===== config.mk =====
export PLATFORM = sky130hd
export DESIGN_NAME = auto_guesser
export DESIGN_NICKNAME = d
export VERILOG_FILES = /design/src/rtl/guesser_pkg.sv /design/src/rtl/guess_eval.sv /design/src/rtl/auto_guesser.sv
export SDC_FILE = /design/constraint.sdc
export NUM_CORES = 1
export LEC_CHECK = 0
export BUFFER_PORTS_ARGS = -buffer_cell sky130_fd_sc_hd__buf_4
export CAP_MARGIN = 20
export CORE_UTILIZATION = 44
export DETAILED_ROUTE_END_ITERATION = 8
export GPL_ROUTABILITY_DRIVEN = 0
export GPL_TIMING_DRIVEN = 0
export PLACE_DENSITY = 0.68
export SYNTH_ARGS = -nofsm -noshare
export SYNTH_HDL_FRONTEND = slang
export SYNTH_SLANG_ARGS = --single-unit

===== constraint.sdc =====
create_clock -name clk -period 4.1 [get_ports clk]
set_clock_uncertainty 0.2 [all_clocks]
set_input_delay 0.615 -clock clk [delete_from_list [all_inputs] [get_ports clk]]
set_output_delay 0.615 -clock clk [all_outputs]
set_load 0.02 [all_outputs]

===== src/rtl/guesser_pkg.sv =====
// Shared types and helpers for the binary-search guesser.
// Holds the FSM state encoding, datapath widths and the midpoint helper.
package guesser_pkg;

    localparam int GUESS_W = 8;
    localparam int CNT_W   = 4;

    typedef enum logic [2:0] {
        S_IDLE,
        S_DRIVE,
        S_WAIT,
        S_EVAL,
        S_DONE,
        S_ERROR
    } state_e;

    function automatic logic [GUESS_W-1:0] mid_guess(
        input logic [GUESS_W-1:0] lo,
        input logic [GUESS_W-1:0] hi
    );
        logic [GUESS_W:0] sum;
        sum = {1'b0, lo} + {1'b0, hi};
        return GUESS_W'(sum >> 1);
    endfunction

endpackage


===== src/rtl/guess_eval.sv =====
// Combinational judge of one responder answer.
// Produces the narrowed search window and a done/error verdict.
module guess_eval
    import guesser_pkg::*;
(
    input  logic               over_i,
    input  logic               under_i,
    input  logic               equal_i,
    input  logic [GUESS_W-1:0] guess_i,
    input  logic [GUESS_W-1:0] lo_i,
    input  logic [GUESS_W-1:0] hi_i,
    output logic [GUESS_W-1:0] lo_o,
    output logic [GUESS_W-1:0] hi_o,
    output logic               done_o,
    output logic               err_o
);

    logic bad;

    // Decode the one-hot answer; anything else, or a window that
    // would step past 0/255 or collapse (lo>hi), is an error.
    always_comb begin
        lo_o   = lo_i;
        hi_o   = hi_i;
        done_o = 1'b0;
        bad    = 1'b0;
        unique case ({over_i, under_i, equal_i})
            3'b001: done_o = 1'b1;
            3'b100: begin
                if (guess_i == '0) bad = 1'b1;
                else               hi_o = guess_i - 1'b1;
            end
            3'b010: begin
                if (guess_i == '1) bad = 1'b1;
                else               lo_o = guess_i + 1'b1;
            end
            default: bad = 1'b1;
        endcase
        if (!bad && !done_o && (lo_o > hi_o)) bad = 1'b1;
        err_o = bad;
    end

endmodule


===== src/rtl/auto_guesser.sv =====
// Binary-search guesser driving an external responder.
// Issues a guess, waits RESP_LAT cycles, then narrows on the answer.
module auto_guesser
    import guesser_pkg::*;
#(
    parameter int unsigned RESP_LAT = 2
)
(
    input  logic               clk,
    input  logic               reset,
    input  logic               start,
    input  logic               dp_over,
    input  logic               dp_under,
    input  logic               dp_equal,
    output logic               enter,
    output logic [GUESS_W-1:0] guess,
    output logic               busy,
    output logic               done,
    output logic               error,
    output logic [CNT_W-1:0]   num_guesses
);

    localparam logic [CNT_W-1:0] LAT_LAST = CNT_W'(RESP_LAT - 1);

    state_e             state_q;
    logic [GUESS_W-1:0] lo_q;
    logic [GUESS_W-1:0] hi_q;
    logic [GUESS_W-1:0] guess_q;
    logic [GUESS_W-1:0] guess_d;
    logic [CNT_W-1:0]   cnt_q;
    logic [CNT_W-1:0]   cnt_d;
    logic [CNT_W-1:0]   wait_q;
    logic               enter_q;
    logic               busy_q;
    logic               done_q;
    logic               err_q;

    logic [GUESS_W-1:0] ev_lo;
    logic [GUESS_W-1:0] ev_hi;
    logic               ev_done;
    logic               ev_err;

    guess_eval u_eval (
        .over_i  (dp_over),
        .under_i (dp_under),
        .equal_i (dp_equal),
        .guess_i (guess_q),
        .lo_i    (lo_q),
        .hi_i    (hi_q),
        .lo_o    (ev_lo),
        .hi_o    (ev_hi),
        .done_o  (ev_done),
        .err_o   (ev_err)
    );

    assign guess_d = mid_guess(ev_lo, ev_hi);
    assign cnt_d   = (cnt_q == '1) ? cnt_q : cnt_q + 1'b1;

    // Search FSM with registered outputs; enter is high only in DRIVE.
    always_ff @(posedge clk) begin
        if (reset) begin
            state_q <= S_IDLE;
            lo_q    <= '0;
            hi_q    <= '1;
            guess_q <= '0;
            cnt_q   <= '0;
            wait_q  <= '0;
            enter_q <= 1'b0;
            busy_q  <= 1'b0;
            done_q  <= 1'b0;
            err_q   <= 1'b0;
        end else begin
            enter_q <= 1'b0;
            unique case (state_q)
                S_IDLE, S_DONE, S_ERROR: begin
                    if (start) begin
                        lo_q    <= '0;
                        hi_q    <= '1;
                        guess_q <= mid_guess('0, '1);
                        cnt_q   <= CNT_W'(1);
                        enter_q <= 1'b1;
                        busy_q  <= 1'b1;
                        done_q  <= 1'b0;
                        err_q   <= 1'b0;
                        state_q <= S_DRIVE;
                    end
                end
                S_DRIVE: begin
                    wait_q  <= '0;
                    state_q <= S_WAIT;
                end
                S_WAIT: begin
                    if (wait_q == LAT_LAST) state_q <= S_EVAL;
                    else                    wait_q  <= wait_q + 1'b1;
                end
                S_EVAL: begin
                    lo_q <= ev_lo;
                    hi_q <= ev_hi;
                    if (ev_err) begin
                        busy_q  <= 1'b0;
                        err_q   <= 1'b1;
                        state_q <= S_ERROR;
                    end else if (ev_done) begin
                        busy_q  <= 1'b0;
                        done_q  <= 1'b1;
                        state_q <= S_DONE;
                    end else begin
                        guess_q <= guess_d;
                        cnt_q   <= cnt_d;
                        enter_q <= 1'b1;
                        state_q <= S_DRIVE;
                    end
                end
                default: begin
                    busy_q  <= 1'b0;
                    state_q <= S_IDLE;
                end
            endcase
        end
    end

    assign enter       = enter_q;
    assign guess       = guess_q;
    assign busy        = busy_q;
    assign done        = done_q;
    assign error       = err_q;
    assign num_guesses = cnt_q;

endmodule


[After elaboration in Yosys (flattened, before gate mapping)]
Cells that the tools add are included.
Cells by class
  add/sub/neg operators: 5
  order comparisons: 1
  equal/unequal tests: 20
  mux-type cells: 43
  bitwise operators: 1
  reductions and logical operators: 18
Operator list (number)
  two-way mux 8 bit: 9
  case mux 8 bit (2 select lines): 3
  two-way mux 4 bit: 5
  inequality test 2 bit (second input constant): 8
  case mux 4 bit (2 select lines): 2
  two-way mux 1 bit: 14
  two-way mux 3 bit: 4
  case mux 3 bit (4 select lines): 1
  adder 8 x 8 -> 9 bit: 1
  == test 3 x 2 -> 1 bit (second input constant): 3
  == test 3 bit (second input constant): 3
  adder 4 x 1 -> 4 bit (second input constant): 2
  adder 8 x 1 -> 8 bit (second input constant): 1
  == test 8 bit (second input constant): 1
  greater-than comparator 8 bit: 1
  logical NOT 8 bit: 1
  AND reduction 4 bit: 2
  subtractor 8 x 1 -> 8 bit (second input constant): 1
  == test 3 x 1 -> 1 bit (second input constant): 2
  case mux 1 bit (2 select lines): 3
  case mux 1 bit (3 select lines): 2
  AND reduction 2 bit: 3
  AND reduction 3 bit: 2
  AND reduction 5 bit: 1
  10 further kinds: 13
Storage, ports and cells
  register bits after elaboration: 39
  input port bits: 6
  output and inout port bits: 16
  logic and storage cells: 98

[Longest topological paths before layout]
Gate-level depths: netlist of the first run.
  depth after elaboration: 9
  mapped depth: 16
  mapped depth without buffers: 15

[Modules after synthesis]
Synthesis of the first run repeated with hierarchy kept, for this count alone.
Second synthesis, totals
  cells, all modules: 350
  area total of the unflattened synthesis: 2897.8 um^2
By module, submodules not included
  auto_guesser: times used 1, cells an instance 235, area each 2038.2 um^2, sequential area each 780.7 um^2
  guess_eval: times used 1, cells an instance 115, area each 859.6 um^2, sequential area each 0.0 um^2

[Worst setup path before layout of the first run]
Ideal clock, no wire load.
  kind: reg2reg
  from: register guess_q[0], in the netlist guess[0]
  to: register guess_q[6], in the netlist guess[6]
  setup time: 0.086 ns
  arrival: 3.479 ns
  required time: 3.814 ns
  setup slack: 0.335 ns
  cell stages (with the launch flop): 15
  path buffers: 1
  clock period less this slack: 3.765 ns
  path through: dfxtp_1 > inv_1 > ha_1 > nor4b_4 > a211oi_2 > buf_2 > nor2_1 > a21oi_1 > ha_1 > and3_1 > a2111oi_0 > o21ai_0 > xor2_1 > nor2_1 > a211oi_1
On the way
  word-level cells in the longest chain between the ends: 9
  elaborated cells on any way between the ends: 22
  those cells by class: add/sub (3); order compare (1); eq/ne (2); mux (11); reduce/logical (5)
RTL lines
  start: declaration: RTL line auto_guesser.sv:28  | logic [GUESS_W-1:0] guess_q;
  start signal: assignment: RTL line auto_guesser.sv:79  | guess_q <= mid_guess('0, '1);
  start signal: assignment: RTL line auto_guesser.sv:108  | guess_q <= guess_d;
  branches (longest 9 deep; another with adder 8 x 1 -> 8 bit)
Parallel ways; which one is timed is not known. The select of a mux whose other input is x is not followed.
A chain may end at the register's enable or synchronous reset.

[Worst setup path in the final report of the first run]
  from: register guess_q[0], in the netlist guess[0]
  to: register guess_q[4], in the netlist guess[4]
The elaborated chain is that of the path after synthesis.

==> results.cfg, run 1 <==
[floorplanning]
dieWidth_um = 80.0
io_pins = 22
core_um2 = 5890
start_util = 0.455
die_y_um = 80.0
die_area_um2 = 6400
num_rows = 28

[setup_path]
slowest_delay_ns = 0.44
worst-setup-path-type = reg -> reg
cp-start-kind = flip-flop
path_buf_inv = 3
endpoint_kind = flip-flop
path_cells = inv_1 > ha_1 > nor4b_4 > a211oi_4 > mux2i_1 > inv_1 > ha_1 > nor4_2 > a31oi_1 > o31ai_2 > o211ai_4 > buf_6 > a311oi_1
worstPathArrival_ns = 3.90
cp_max_fo = 10
crit_family = compound AO/OA/AOI/OAI gates
critPathSlowestCell = dfxtp_2
worstPathRequired_ns = 4.09

[synth]
seq_area_frac_synth = 0.292
avgSynthCellArea_um2 = 8.06
synth_cell_types = 54
synth_area_um2 = 2680
async_flop_share = 0
synthFlopType = dfxtp_1
syn_nets = 361
syn_inst = 332
synth_area_leaders = dfxtp_1, ha_1, nor2_1
yosysTopAreaCellShare = 0.292
ys_warn_count = 0
synth_edf_count = 0
ys_seq_elements = 39
synth_top_area_cell = dfxtp_1

[layout]
drive_gt1_frac = 0.168
area_delta_synth_final_pct = 15.9
layout_common_cells = nor2_1, dfxtp_1, nand2_1
final_common_cell = nor2_1
diodes = 0
nets = 391

[sta]
worstMarginPinSlew_ns = 0.644
fmax_mhz = 256
rsz0062_at_grt = no
period_minus_slack_ns = 3.91
drv_slew = 0
hold_violations = 0
whs_ns = 0.273
slew_headroom = 0.571
setup_tns_ns = 0
min_period_over_period = 0.954
finalSetupViolCount = 0

[clock_network]
cts_tree = built
h-tree-depth = 2
cts_buffer_depth = 2
cts_sinks = 39
clk_latency_ns = 0.30
cts_root_buffer = clkbuf_8
ctsHoldBuffers = 0
path_clk_slew_ns = 0.09
numCtsBuffers = 5

[global_routing]
grt-ovfl-total = 0
grt.met2_usage = 0.353
grt_max_degree = 14
grt_use_met3 = 0.0446
grt_use_total = 0.226
globalRouteMet1Util = 0.312
top_usage_layer = met2
grt_pass1_vias = 2252
antenna_found_initial = 0
grt_pass1_wl_um = 11000

[detailed_routing]
detail-route-antenna-nets = 0
first_pass_iters = 5
drc_errors = 0
via_per_inst = 5.60
first_iter_violations = 175
vias = 2451
post_drt_wl_per_cell_um = 15.5
routed_wl_um = 6790

[outcome]
status = complete, no violations

[power]
vdd.ir_drop.worst_mv = 0.217
powerDensity_nw_per_um2 = 438
leakage_uw = 0.00127

[min_path]
hp-class = reg -> reg

[run]
maxCapViolations = 0

[placement]
io_buffers = 20
dp_hpwl_um = 5030
where the power goes:
group	switching, uW	internal (uW)
logic	347	224
clock network	149	181
registers	40.1	417
through the flow:
| stage | instance area, um^2 | utilization | setup slack [ns] | instances | power (uW) |
|---|---|---|---|---|---|
| 6_report | 3100 | 0.527 | 0.189 | 438 | 1360 |
| 5_1_grt | 3100 | 0.527 | 0.00198 | 438 | 1440 |
| 4_1_cts | 3060 | 0.521 | 0.0533 | 438 | 1350 |
| 3_5_place_dp | 2920 | 0.496 | -0.248 | 427 | 1010 |
| 3_3_place_gp | 2920 | 0.496 | -0.302 | 427 | 1010 |
| 2_1_floorplan | 2680 | - | 0.335 | 332 | 860 |
layout make-up:
cell class	instances	area, um^2
inverter	23	86.3
clock buffer	5	68.8
clock inverter	3	43.8
timing repair buffer	23	173
sequential	39	783
fill	559	2780
multi-input combinational	254	1760
buffer	16	91.3
tap	75	93.8
registers in the layout, indices dropped and copies added, names as in the netlist:
signal and flops:
busy 1, done 1, enter 1, error 1, guess 8, hi_q 8
lo_q 8, num_guesses 4, state_q 3, wait_q 4
cell usage after synthesis (all sizes together) (3+ instances only):
cell	n
a211oi	4
inv	23
a22oi	7
a21oi	19
o22ai	4
nand2	25
nand4	5
a31oi	8
o21ai	16
mux2i	6
o21a	3
nor3	8
a311oi	7
nor2	52
clkbuf	8
and3	4
or2	3
ha	22
dfxtp	39
xor2	5
xnor2	14
buf	8
nand2b	5
nand3	9
worst register-to-register path: stages, from the launching register on:
cell and delay, ns:
dfxtp_2 0.44, inv_1 0.12, ha_1 0.21, nor4b_4 0.14, a211oi_4 0.38, mux2i_1 0.42
inv_1 0.09, ha_1 0.39, nor4_2 0.39, a31oi_1 0.17, o31ai_2 0.17, o211ai_4 0.20
buf_6 0.20, a311oi_1 0.29
what timing repair did:
action / 4_1_cts / 5_1_grt
pin swaps: 1 / 0
gates resized for setup: 3 / 9
buffers inserted: 3 / 0
hold endpoints to repair: 0 / 0
endpoints found under the setup margin: 11 / 14
kinds of logic after synthesis:
kind of cell               synth area share
AOI/OAI and AO/OA                     0.218
xor gates and xnor gates             0.0622
adders and majority gates             0.110
buffers and inverters                0.0655
DFF                                   0.292
muxes                                0.0225
and+or+nand+nor                       0.229
worst paths after layout:
check | start | to | slack, ns | cells after the start
setup reg to reg | guess[0] | guess[4] | 0.19 | 13
setup / recovery | guess[0] | guess[4] | 0.19 | 13
hold reg to reg | error | error | 0.27 | 2
hold / removal | error | error | 0.27 | 2
layer usage:
| layer | wire, um | share of wire |
|---|---|---|
| met1 | 3190 | 0.47 |
| met2 | 3110 | 0.46 |
| met3 | 379 | 0.056 |
| met4 | 97 | 0.014 |
| met5 | 0 | 0 |
Power figures use the tool's default switching activity.
==> inputs of run 2 (changes only) <==
--- a/config.mk
+++ b/config.mk
@@ -7,11 +7,11 @@
 export LEC_CHECK = 0
 export BUFFER_PORTS_ARGS = -buffer_cell sky130_fd_sc_hd__buf_4
 export CAP_MARGIN = 20
-export CORE_UTILIZATION = 44
+export CORE_UTILIZATION = 50
 export DETAILED_ROUTE_END_ITERATION = 8
 export GPL_ROUTABILITY_DRIVEN = 0
 export GPL_TIMING_DRIVEN = 0
-export PLACE_DENSITY = 0.68
+export PLACE_DENSITY = 0.75
 export SYNTH_ARGS = -nofsm -noshare
 export SYNTH_HDL_FRONTEND = slang
 export SYNTH_SLANG_ARGS = --single-unit
==> run 2 against run 1 <==
  * Non-clock buffer count is 1 higher
  * Utilization increased by 8.5 points
  * First-iteration DRC count up 33%
  * Critical endpoint is now guess[5]
  * Via count is 0.57% higher
  * Setup slack better by 0.016 ns
  * Count of clock-buffer cells in the layout did not move
  * Largest cell class unchanged
  * Clock power rose by 19%
  * Critical path type unchanged
  * Global-route usage up 3.1 points
  * Final area increased by 1.4%
==> results.cfg, run 2 (synthesis results as in run 1) <==
[setup_path]
ff2ff_setup_slack_ns = 0.20
path_cells = inv_1 > ha_1 > nor4b_4 > a211oi_4 > buf_4 > mux2i_1 > inv_1 > ha_1 > a221oi_4 > o31ai_4 > o211ai_4 > buf_6 > a21oi_1 > o21a_1
endpoint_kind = flip-flop
cp-start-kind = flip-flop
worst-setup-path-type = reg -> reg
worstPathArrival_ns = 3.91
worstPathRequired_ns = 4.11
slowest_delay_ns = 0.45
cp_max_fo = 10
critPathSlowestCell = dfxtp_2

[clock_network]
cts_sinks = 39
ctsHoldBuffers = 0
cts_buffer_depth = 2
clk_latency_ns = 0.31
cts_tree = built
h-tree-depth = 2
cts_root_buffer = clkbuf_8
path_clk_slew_ns = 0.09
numCtsBuffers = 5

[layout]
layout_common_cells = nor2_1, dfxtp_1, nand2_1
stdcell_area_um2 = 3140
nets = 392
area_delta_synth_final_pct = 17.5
drive_gt1_frac = 0.170
final_common_cell = nor2_1
diodes = 0

[placement]
io_buffers = 20
dp_hpwl_um = 4920
place_ws_ns = -0.229
dpl_cell_area_um2 = 2910

[detailed_routing]
routed_wl_um = 6770
post_drt_wl_per_cell_um = 15.6
drc_errors = 0
via_per_inst = 5.68
first_pass_iters = 4
vias = 2465
first_iter_violations = 232
detail-route-antenna-nets = 0

[sta]
finalSetupViolCount = 0
fin_ws_ns = 0.205
fmax_mhz = 257
hold_violations = 0
setup_tns_ns = 0
period_minus_slack_ns = 3.90
worstMarginPinSlew_ns = 0.630
slew_headroom = 0.580
whs_ns = 0.275
min_period_over_period = 0.950
drv_slew = 0

[floorplanning]
core_um2 = 5140
num_rows = 26
dieWidth_um = 75.1
io_pins = 22
die_area_um2 = 5650
die_y_um = 75.1
start_util = 0.520

[global_routing]
grt-ovfl-total = 0
grt_max_degree = 14
grt_pass1_vias = 2236
antenna_found_initial = 0
grt_pass1_wl_um = 10700
grt_use_total = 0.257

[min_path]
hp-class = reg -> reg

[outcome]
status = complete, no violations

[power]
leakage_uw = 0.00130
p_total_uw = 1430
powerDensity_nw_per_um2 = 454
vdd.ir_drop.worst_mv = 0.178

[run]
maxCapViolations = 0
run 2: changes by cell type in the layout (fill, tap and decap cells not counted), sizes merged:
cell      before  now
bufinv         1    2
clkinv         2    0
clkinvlp       0    1
clkbuf        13   14
run 2: timing repair:
action | 4_1_cts | 5_1_grt
pin swaps | 1 | 1
cloned | 0 | 0
buffers inserted | 3 | 1
endpoints found under the setup margin | 12 | 16
resized for setup | 4 | 9
run 2: final timing paths:
| kind | cells after the start | to | from |
|---|---|---|---|
| max reg2reg | 14 | guess[5] | guess[0] |
| min reg2reg | 2 | hi_q[1] | hi_q[1] |
| max | 14 | guess[5] | guess[0] |
| min | 2 | hi_q[1] | hi_q[1] |
run 2: metal layers:
layer  up-vias  track usage  wire length (um)
li1       1226            -                 -
met1      1137        0.351              3000
met2        84        0.405              3100
met3        18       0.0469               470
met4         0       0.0947               200
met5         -            0                 0
run 2: critical path, delay by kind of cell (launching register included):
kind,cells,cell delay (ns)
adders and majority gates,2,0.64
DFF,1,0.45
muxes,1,0.37
AOI/OAI and AO/OA,6,1.37
buffers and inverters,4,0.63
and+or+nand+nor,1,0.15
run 2: report_power, final:
part | switching (uW) | internal (uW) | total (uW) | leakage, uW
Combinational | 350 | 226 | 576 | 0.000916
Sequential | 40.2 | 417 | 457 | 0.000318
Clock | 150 | 243 | 393 | 0.0000644
Total | 540 | 886 | 1430 | 0.00130
run 2: layout make-up:
type | instances | area [um^2]
inverters | 23 | 86.3
clock buffers | 5 | 68.8
well taps | 70 | 87.6
plain buffers | 16 | 91.3
multi-input cells | 254 | 1780
clock inverters | 3 | 67.6
repair buffers | 24 | 180
flip-flops and latches | 39 | 783
fillers | 491 | 2000
run 2: through the flow:
stage          instances  utilization
6_report             434        0.612
5_1_grt              434        0.612
4_1_cts              433        0.602
3_5_place_dp         422        0.567
3_3_place_gp         422        0.567
2_1_floorplan        332            -
